`src/rtl/scan_pkg.sv`:
```
// Shared types for the scan chain register and its controller.
package scan_pkg;

  typedef enum logic [1:0] {
    S_IDLE  = 2'd0,
    S_SHIFT = 2'd1,
    S_DONE  = 2'd2
  } scan_state_t;

endpackage

```
`src/rtl/scan_cell.sv`:
```
// One mux-D scan flop: scan data has priority over functional load.
module scan_cell (
  input  logic clk,
  input  logic reset,
  input  logic SE,
  input  logic SD,
  input  logic LD,
  input  logic D,
  output logic Q
);

  always_ff @(posedge clk or posedge reset) begin
    if (reset) begin
      Q <= 1'b0;
    end else if (SE) begin
      Q <= SD;
    end else if (LD) begin
      Q <= D;
    end
  end

endmodule

```
`src/rtl/scan_chain_reg.sv`:
```
// WIDTH-bit scan register with manual SE/SD shifting and an autonomous WIDTH-bit shift controller.
// Optional unload parity on SPAR is enabled by defining SCAN_PARITY_EN.
module scan_chain_reg
  import scan_pkg::*;
#(
  parameter int unsigned WIDTH = 8
) (
  input  logic             clk,
  input  logic             reset,
  input  logic             SE,
  input  logic             SD,
  input  logic             EN,
  input  logic [WIDTH-1:0] D,
  input  logic             start,
  output logic [WIDTH-1:0] Q,
  output logic             SO,
  output logic             busy,
  output logic             done,
  output logic             SPAR
);

  localparam int unsigned CNT_W = $clog2(WIDTH);
  localparam logic [CNT_W-1:0] LastCnt = CNT_W'(WIDTH - 1);

  scan_state_t      state;
  logic [CNT_W-1:0] cnt;
  logic             startAcc;
  logic             cellSe;
  logic             cellLd;
  logic [WIDTH-1:0] chainIn;

  // On the accepting start edge the controller wins over a manual SE.
  assign startAcc = (state == S_IDLE) && start;
  assign cellSe   = (state == S_SHIFT) || (SE && !startAcc);
  assign cellLd   = !cellSe && EN;
  assign chainIn  = {Q[WIDTH-2:0], SD};

  assign SO   = Q[WIDTH-1];
  assign busy = (state == S_SHIFT);
  assign done = (state == S_DONE);

  for (genvar i = 0; i < WIDTH; i++) begin : gen_cell
    scan_cell u_cell (
      .clk   (clk),
      .reset (reset),
      .SE    (cellSe),
      .SD    (chainIn[i]),
      .LD    (cellLd),
      .D     (D[i]),
      .Q     (Q[i])
    );
  end

  always_ff @(posedge clk or posedge reset) begin
    if (reset) begin
      state <= S_IDLE;
      cnt   <= '0;
    end else begin
      case (state)
        S_IDLE: begin
          if (start) begin
            state <= S_SHIFT;
            cnt   <= '0;
          end
        end
        S_SHIFT: begin
          if (cnt == LastCnt) begin
            state <= S_DONE;
          end else begin
            cnt <= cnt + CNT_W'(1);
          end
        end
        S_DONE:  state <= S_IDLE;
        default: state <= S_IDLE;
      endcase
    end
  end

`ifdef SCAN_PARITY_EN
  logic parAcc;
  logic sparQ;

  always_ff @(posedge clk or posedge reset) begin
    if (reset) begin
      parAcc <= 1'b0;
      sparQ  <= 1'b0;
    end else if (startAcc) begin
      parAcc <= 1'b0;
    end else if (state == S_SHIFT) begin
      parAcc <= parAcc ^ SO;
      // Fold in the final bit on the SHIFT->DONE edge itself.
      if (cnt == LastCnt) begin
        sparQ <= parAcc ^ SO;
      end
    end
  end

  assign SPAR = sparQ;
`else
  assign SPAR = 1'b0;
`endif

endmodule

```
`config.mk`:
```
export PLATFORM = sky130hd
export DESIGN_NAME = scan_chain_reg
export DESIGN_NICKNAME = d
export VERILOG_FILES = /design/src/rtl/scan_pkg.sv /design/src/rtl/scan_cell.sv /design/src/rtl/scan_chain_reg.sv
export SDC_FILE = /design/constraint.sdc
export NUM_CORES = 1
export LEC_CHECK = 0
export BUFFER_PORTS_ARGS = -buffer_cell sky130_fd_sc_hd__buf_2
export CAP_MARGIN = 20
export CORE_MARGIN = 5
export CORE_UTILIZATION = 46
export CTS_CLUSTER_DIAMETER = 50
export DETAILED_ROUTE_END_ITERATION = 8
export PLACE_DENSITY = 0.73
export SLEW_MARGIN = 5
export SYNTH_ARGS = -nofsm -noshare
export SYNTH_HDL_FRONTEND = slang
export SYNTH_HIERARCHICAL = 1
export SYNTH_SLANG_ARGS = --single-unit
```
`constraint.sdc`:
```
create_clock -name clk -period 1.82 [get_ports clk]
set_input_delay 0.182 -clock clk [delete_from_list [all_inputs] [get_ports clk]]
set_output_delay 0.182 -clock clk [all_outputs]
set_load 0.02 [all_outputs]
```
Word-level counts from Yosys, hierarchy flattened
Cells that the tools add are included.
{"block": "word_totals", "ff_bits": 13, "inputBits": 14, "out_inout_bits": 12, "word_cells": 50}
{"block": "op_classes", "addsub": 1, "eq_ne": 6, "mux": 22, "n_reduce_logical": 11}
{"operator": "$mux W1", "count": 16}
{"operator": "$mux W3", "count": 2}
{"operator": "$pmux W3 S2", "count": 1}
{"operator": "$mux W2", "count": 2}
{"operator": "$ne A2 B2 Y1 const B", "count": 2}
{"operator": "$pmux W2 S2", "count": 1}
{"operator": "$reduce_bool A2 Y1", "count": 2}
{"operator": "$add A3 B1 Y3 const B", "count": 1}
{"operator": "$eq A3 B3 Y1 const B", "count": 1}
{"operator": "$logic_and A1 B1 Y1", "count": 3}
{"operator": "$reduce_and A3 Y1", "count": 1}
{"operator": "$eq A2 B1 Y1 const B", "count": 1}
{"operator": "$eq A2 B2 Y1 const B", "count": 1}
{"operator": "$logic_not A1 Y1", "count": 2}
{"operator": "$logic_not A2 Y1", "count": 1}
{"operator": "$ne A2 B1 Y1 const B", "count": 1}
{"operator": "$reduce_and A2 Y1", "count": 1}
{"operator": "$logic_or A1 B1 Y1", "count": 1}

Logic depth before layout (Yosys ltp)
{"block": "depth", "word_depth": 9, "ltp_mapped": 4, "mapped_depth_nobuf": 4}

Cells and area by module
Netlist, hierarchy kept.
{"mod": "scan_cell", "instances": 8, "cells_per_inst": 5, "area_each_um2": 47.5, "seq_area_each_um2": 25.0}
{"mod": "scan_chain_reg", "instances": 1, "cells_per_inst": 29, "area_each_um2": 316.6, "seq_area_each_um2": 125.1}

Worst setup path after synthesis
No wires, ideal clock.
{"block": "synth_timing", "path_kind": "register to register", "start": "register state[0]", "end": "register gen_cell[0].u_cell.Q", "setup_ps": 134, "t_arrival_ps": 1626, "required_ps": 1686, "setup_slack_ps": 60, "path_stages_with_launch": 5, "n_path_buf": 0, "period_less_slack_ps": 1760, "path_cell_list": "dfrtp_1 > and2b_1 > a211oi_2 > mux2i_1 > o21ai_1"}
{"block": "synth_between", "elab_cells_between_ends": 10, "cone_classes": "1 x eq/ne; 1 x mux; 8 x reduce/logical"}
{"element": "start: declaration", "line": "scan_chain_reg.sv:25", "rtl": "scan_state_t state;"}
{"element": "start signal: assignment", "line": "scan_chain_reg.sv:56", "rtl": "state <= S_IDLE;"}
{"element": "start signal: assignment", "line": "scan_chain_reg.sv:62", "rtl": "state <= S_SHIFT;"}
{"element": "start signal: assignment", "line": "scan_chain_reg.sv:68", "rtl": "state <= S_DONE;"}
{"element": "$eq A2 B1 Y1"}
{"element": "via busy", "line": "scan_chain_reg.sv:17", "rtl": "output logic busy,"}
{"element": "$logic_or A1 B1 Y1", "line": "scan_chain_reg.sv:34", "rtl": "assign cellSe = (state == S_SHIFT) || (SE && !startAcc);"}
{"element": "$logic_not A1 Y1", "line": "scan_chain_reg.sv:35", "rtl": "assign cellLd = !cellSe && EN;"}
{"element": "$logic_and A1 B1 Y1", "line": "scan_chain_reg.sv:35"}
{"element": "via cellLd", "line": "scan_chain_reg.sv:29", "rtl": "logic cellLd;"}
{"element": "$reduce_bool A2 Y1 (no line)"}
{"element": "end signal: assignment", "line": "scan_cell.sv:14", "rtl": "Q <= 1'b0;"}
{"element": "end signal: assignment", "line": "scan_cell.sv:16", "rtl": "Q <= SD;"}
{"element": "end signal: assignment", "line": "scan_cell.sv:18", "rtl": "Q <= D;"}
{"element": "end: declaration", "line": "scan_cell.sv:9", "rtl": "output logic Q"}
The timed path passes the listed nets, and every way through them passes these cells.
A chain may end at the register's enable or synchronous reset.

Final worst setup path
{"block": "layout_timing", "start": "register state[0]", "end": "register gen_cell[0].u_cell.Q"}
{"block": "layout_between", "elab_chain_cells": 8, "elab_cells_between_ends": 10, "cone_classes": "1 x eq/ne; 1 x mux; 8 x reduce/logical"}
{"element": "$logic_not A2 Y1", "line": "scan_chain_reg.sv:33", "rtl": "assign startAcc = (state == S_IDLE) && start;"}
{"element": "$logic_and A1 B1 Y1", "line": "scan_chain_reg.sv:33"}
{"element": "$logic_not A1 Y1", "line": "scan_chain_reg.sv:34"}
{"element": "$logic_and A1 B1 Y1", "line": "scan_chain_reg.sv:34"}
{"element": "$logic_or A1 B1 Y1 *", "line": "scan_chain_reg.sv:34"}
{"element": "$logic_not A1 Y1 *", "line": "scan_chain_reg.sv:35"}
{"element": "$logic_and A1 B1 Y1 *", "line": "scan_chain_reg.sv:35"}
{"element": "via cellLd", "line": "scan_chain_reg.sv:29"}
{"element": "$reduce_bool A2 Y1 (no line) *"}
The timed path passes the listed nets; every way through them passes the cells marked *.

==> results.sh <==
export IMPL_ctsResizeCount=0
export IMPL_syn_cell_area_sq_um=697
export IMPL_finalPower_mw=1.40
export IMPL_avgSynthCellArea_sq_um=10.1
export IMPL_start_util_pct=47.4
export IMPL_fp_row_count=14
export IMPL_gp_congestion=0.744
export IMPL_async_flop_share_pct=100
export IMPL_routedWlPerCell_microns=12.2
export IMPL_reg2regPathDepth=5
export IMPL_syn_nets=85
export IMPL_reg2reg_from="state[0]"
export IMPL_drc_errors=0
export IMPL_status="completed"
export IMPL_required_ps=1950
export IMPL_cp_endpoint="gen_cell[0].u_cell/Q"
export IMPL_finalSetupViolCount=0
export IMPL_drive_above_1_share_pct=30.9
export IMPL_synthFlopType="dfrtp_1"
export IMPL_antenna_found_initial=0
export IMPL_core_area_sq_mm=0.00147
export IMPL_synthTopCellsByCount="13 x dfrtp_1, 10 x inv_1, 8 x mux2i_1, 8 x nand2_1, 8 x o21ai_1"
export IMPL_area_growth_synth_to_final_pct=24.2
export IMPL_ys_warn_count=6
export IMPL_setup_ws_ps=271
export IMPL_cap_viol_max_count=0
export IMPL_hold_buffers=1
export IMPL_postLayoutCoreUtil_pct=58.8
export IMPL_finalCritPeriodShare_pct=85.1
export IMPL_worst_hold_path_type="in2reg"
export IMPL_max_freq_mhz=646
export IMPL_port_buffers=24
export IMPL_hold_violations=0
export IMPL_antenna_left=0
export IMPL_ir_drop_mv=0.733
export IMPL_postCtsSetupRepairBufs=0
export IMPL_routed_wl_microns=1380
export IMPL_htree_num_levels=1
export IMPL_overflow=0
export IMPL_ys_types=20
export IMPL_grt_pass1_vias=494
export IMPL_drt_first_pass_iters=4
export IMPL_vias=568
export IMPL_tns_ps=0
export IMPL_grt_pass1_wl_microns=2300
export IMPL_worstPathMaxFanout=10
export IMPL_p_leak_nw=0.487
export IMPL_track_usage_pct=12.4
export IMPL_yosysMostFrequentCell="dfrtp_1"
export IMPL_synth_top_cell_area_share_pct=46.7
export IMPL_avgViaCountPerCell=5.03
export IMPL_timing_rr_end="gen_cell[0].u_cell/Q"
export IMPL_crit_arrival_ps=1680
export IMPL_worstSkewPairLatency_ps=270
export IMPL_path_class="reg2reg"
export IMPL_synthTopCellsByArea="dfrtp_1 47%, mux2i_1 11%, o21ai_1 5.7%"
export IMPL_die_w_microns=48.9
export IMPL_clockRootBuffer="clkbuf_4"
export IMPL_dp_hpwl_microns=1070
export IMPL_rsz0062_at_grt="false"
export IMPL_synth_edf_count=0
export IMPL_drt_iter0_markers=3
export IMPL_reg2reg_slack_ps=270
export IMPL_fin_worst_skew_ps=7.05
export IMPL_synth_cells=69
export IMPL_finalCriticalPeriod_ps=1550
export IMPL_antennaDiodeCount=0
export IMPL_dp_slack_ps=286
export IMPL_p_per_area_mw_per_mm2=1620
export IMPL_clock_sinks=13
export IMPL_setup_worst_path_start="state[0]"
export IMPL_seq_area_frac_synth_pct=46.7
export IMPL_nNetsFinal=114
export IMPL_yosys_register_bits=13
export IMPL_clk_pin_slew_ps=70
export IMPL_cp_end_kind="flip-flop"
export IMPL_dieHeight_microns=48.9
export IMPL_start_kind="flip-flop"
export IMPL_numCtsBuffers=3
export IMPL_die_area_sq_mm=0.00239
export IMPL_fill_cells=139
export IMPL_grt_max_degree=17
export IMPL_synth_largest_area_cell="dfrtp_1"
export IMPL_cts_buffer_depth=2
export IMPL_cts_tree="done"
export IMPL_num_io_pins=26
export IMPL_drv_slew=0
-- stage by stage --
step,instance area [sq um],std cells,hold WS (ps)
5_1_grt,866,113,147
6_report,866,113,144
4_1_cts,866,113,127
3_3_place_gp,830,108,101
2_1_floorplan,697,69,-89.3
3_5_place_dp,830,108,103
-- layout make-up --
type                       count  area (sq um)  share of cell area (%)
sequential                    13           325                    37.6
tap                           16          20.0                    2.31
inverter                      10          37.5                    4.34
multi-input combinational     44           319                    36.8
timing repair buffer          26           138                    15.9
clock buffer                   4          26.3                    3.03
-- layer usage --
layer  share of wire, %  vias up  routed length [microns]  GRT usage (%)
met3                6.0        2                       82           3.98
met1                 49      260                      672           17.4
met2                 44       15                      610           16.5
li1                   -      291                        -              -
met4               0.87        0                       12           6.73
met5                  0        -                        0              0
-- cell families after synthesis --
logic type | count (synthesis) | synth area share, %
other | 1 | 0.538
muxes | 8 | 11.5
adders and majority gates | 2 | 3.59
and+or+nand+nor | 18 | 15.4
AOI/OAI and AO/OA | 15 | 14.7
DFF | 13 | 46.7
buffers and inverters | 12 | 7.54
-- state kept, by name, indices dropped and copies added, names as in the netlist --
signal,cells
state,2
cnt,3
gen_cell.u_cell/Q,8
-- power by group --
part | total (mW) | switching [mW] | internal, mW
Combinational | 0.697 | 0.392 | 0.305
Clock | 0.170 | 0.0852 | 0.0848
Sequential | 0.533 | 0.108 | 0.424
Total | 1.40 | 0.586 | 0.814
-- worst max-delay path, cell delays in order (launching register included) --
cell	delay (ps)
dfrtp_1	460
and2b_1	240
a211oi_2	190
buf_4	220
mux2i_1	220
o21ai_1	80
-- cell usage in the layout, fill, tap and decap left out, drive strengths merged, types with 2 or more instances in the layout --
master / Yosys / layout
nand2: 8 / 8
dfrtp: 13 / 13
mux2i: 8 / 8
clkbuf: 0 / 4
and2b: 2 / 2
inv: 10 / 10
ha: 2 / 2
buf: 2 / 25
a211o: 3 / 3
o21ai: 8 / 8
and3: 3 / 3
-- worst min-delay path by stage --
stage,start,end,cells after the start
global placement,reset,gen_cell[7].u_cell/Q,2
finish,SD,gen_cell[0].u_cell/Q,3
floorplan,reset,gen_cell[0].u_cell/Q,1
detailed placement,reset,gen_cell[6].u_cell/Q,2
CTS,SD,gen_cell[0].u_cell/Q,3
global route,SD,gen_cell[0].u_cell/Q,3
(Power assumes the default switching activity.)
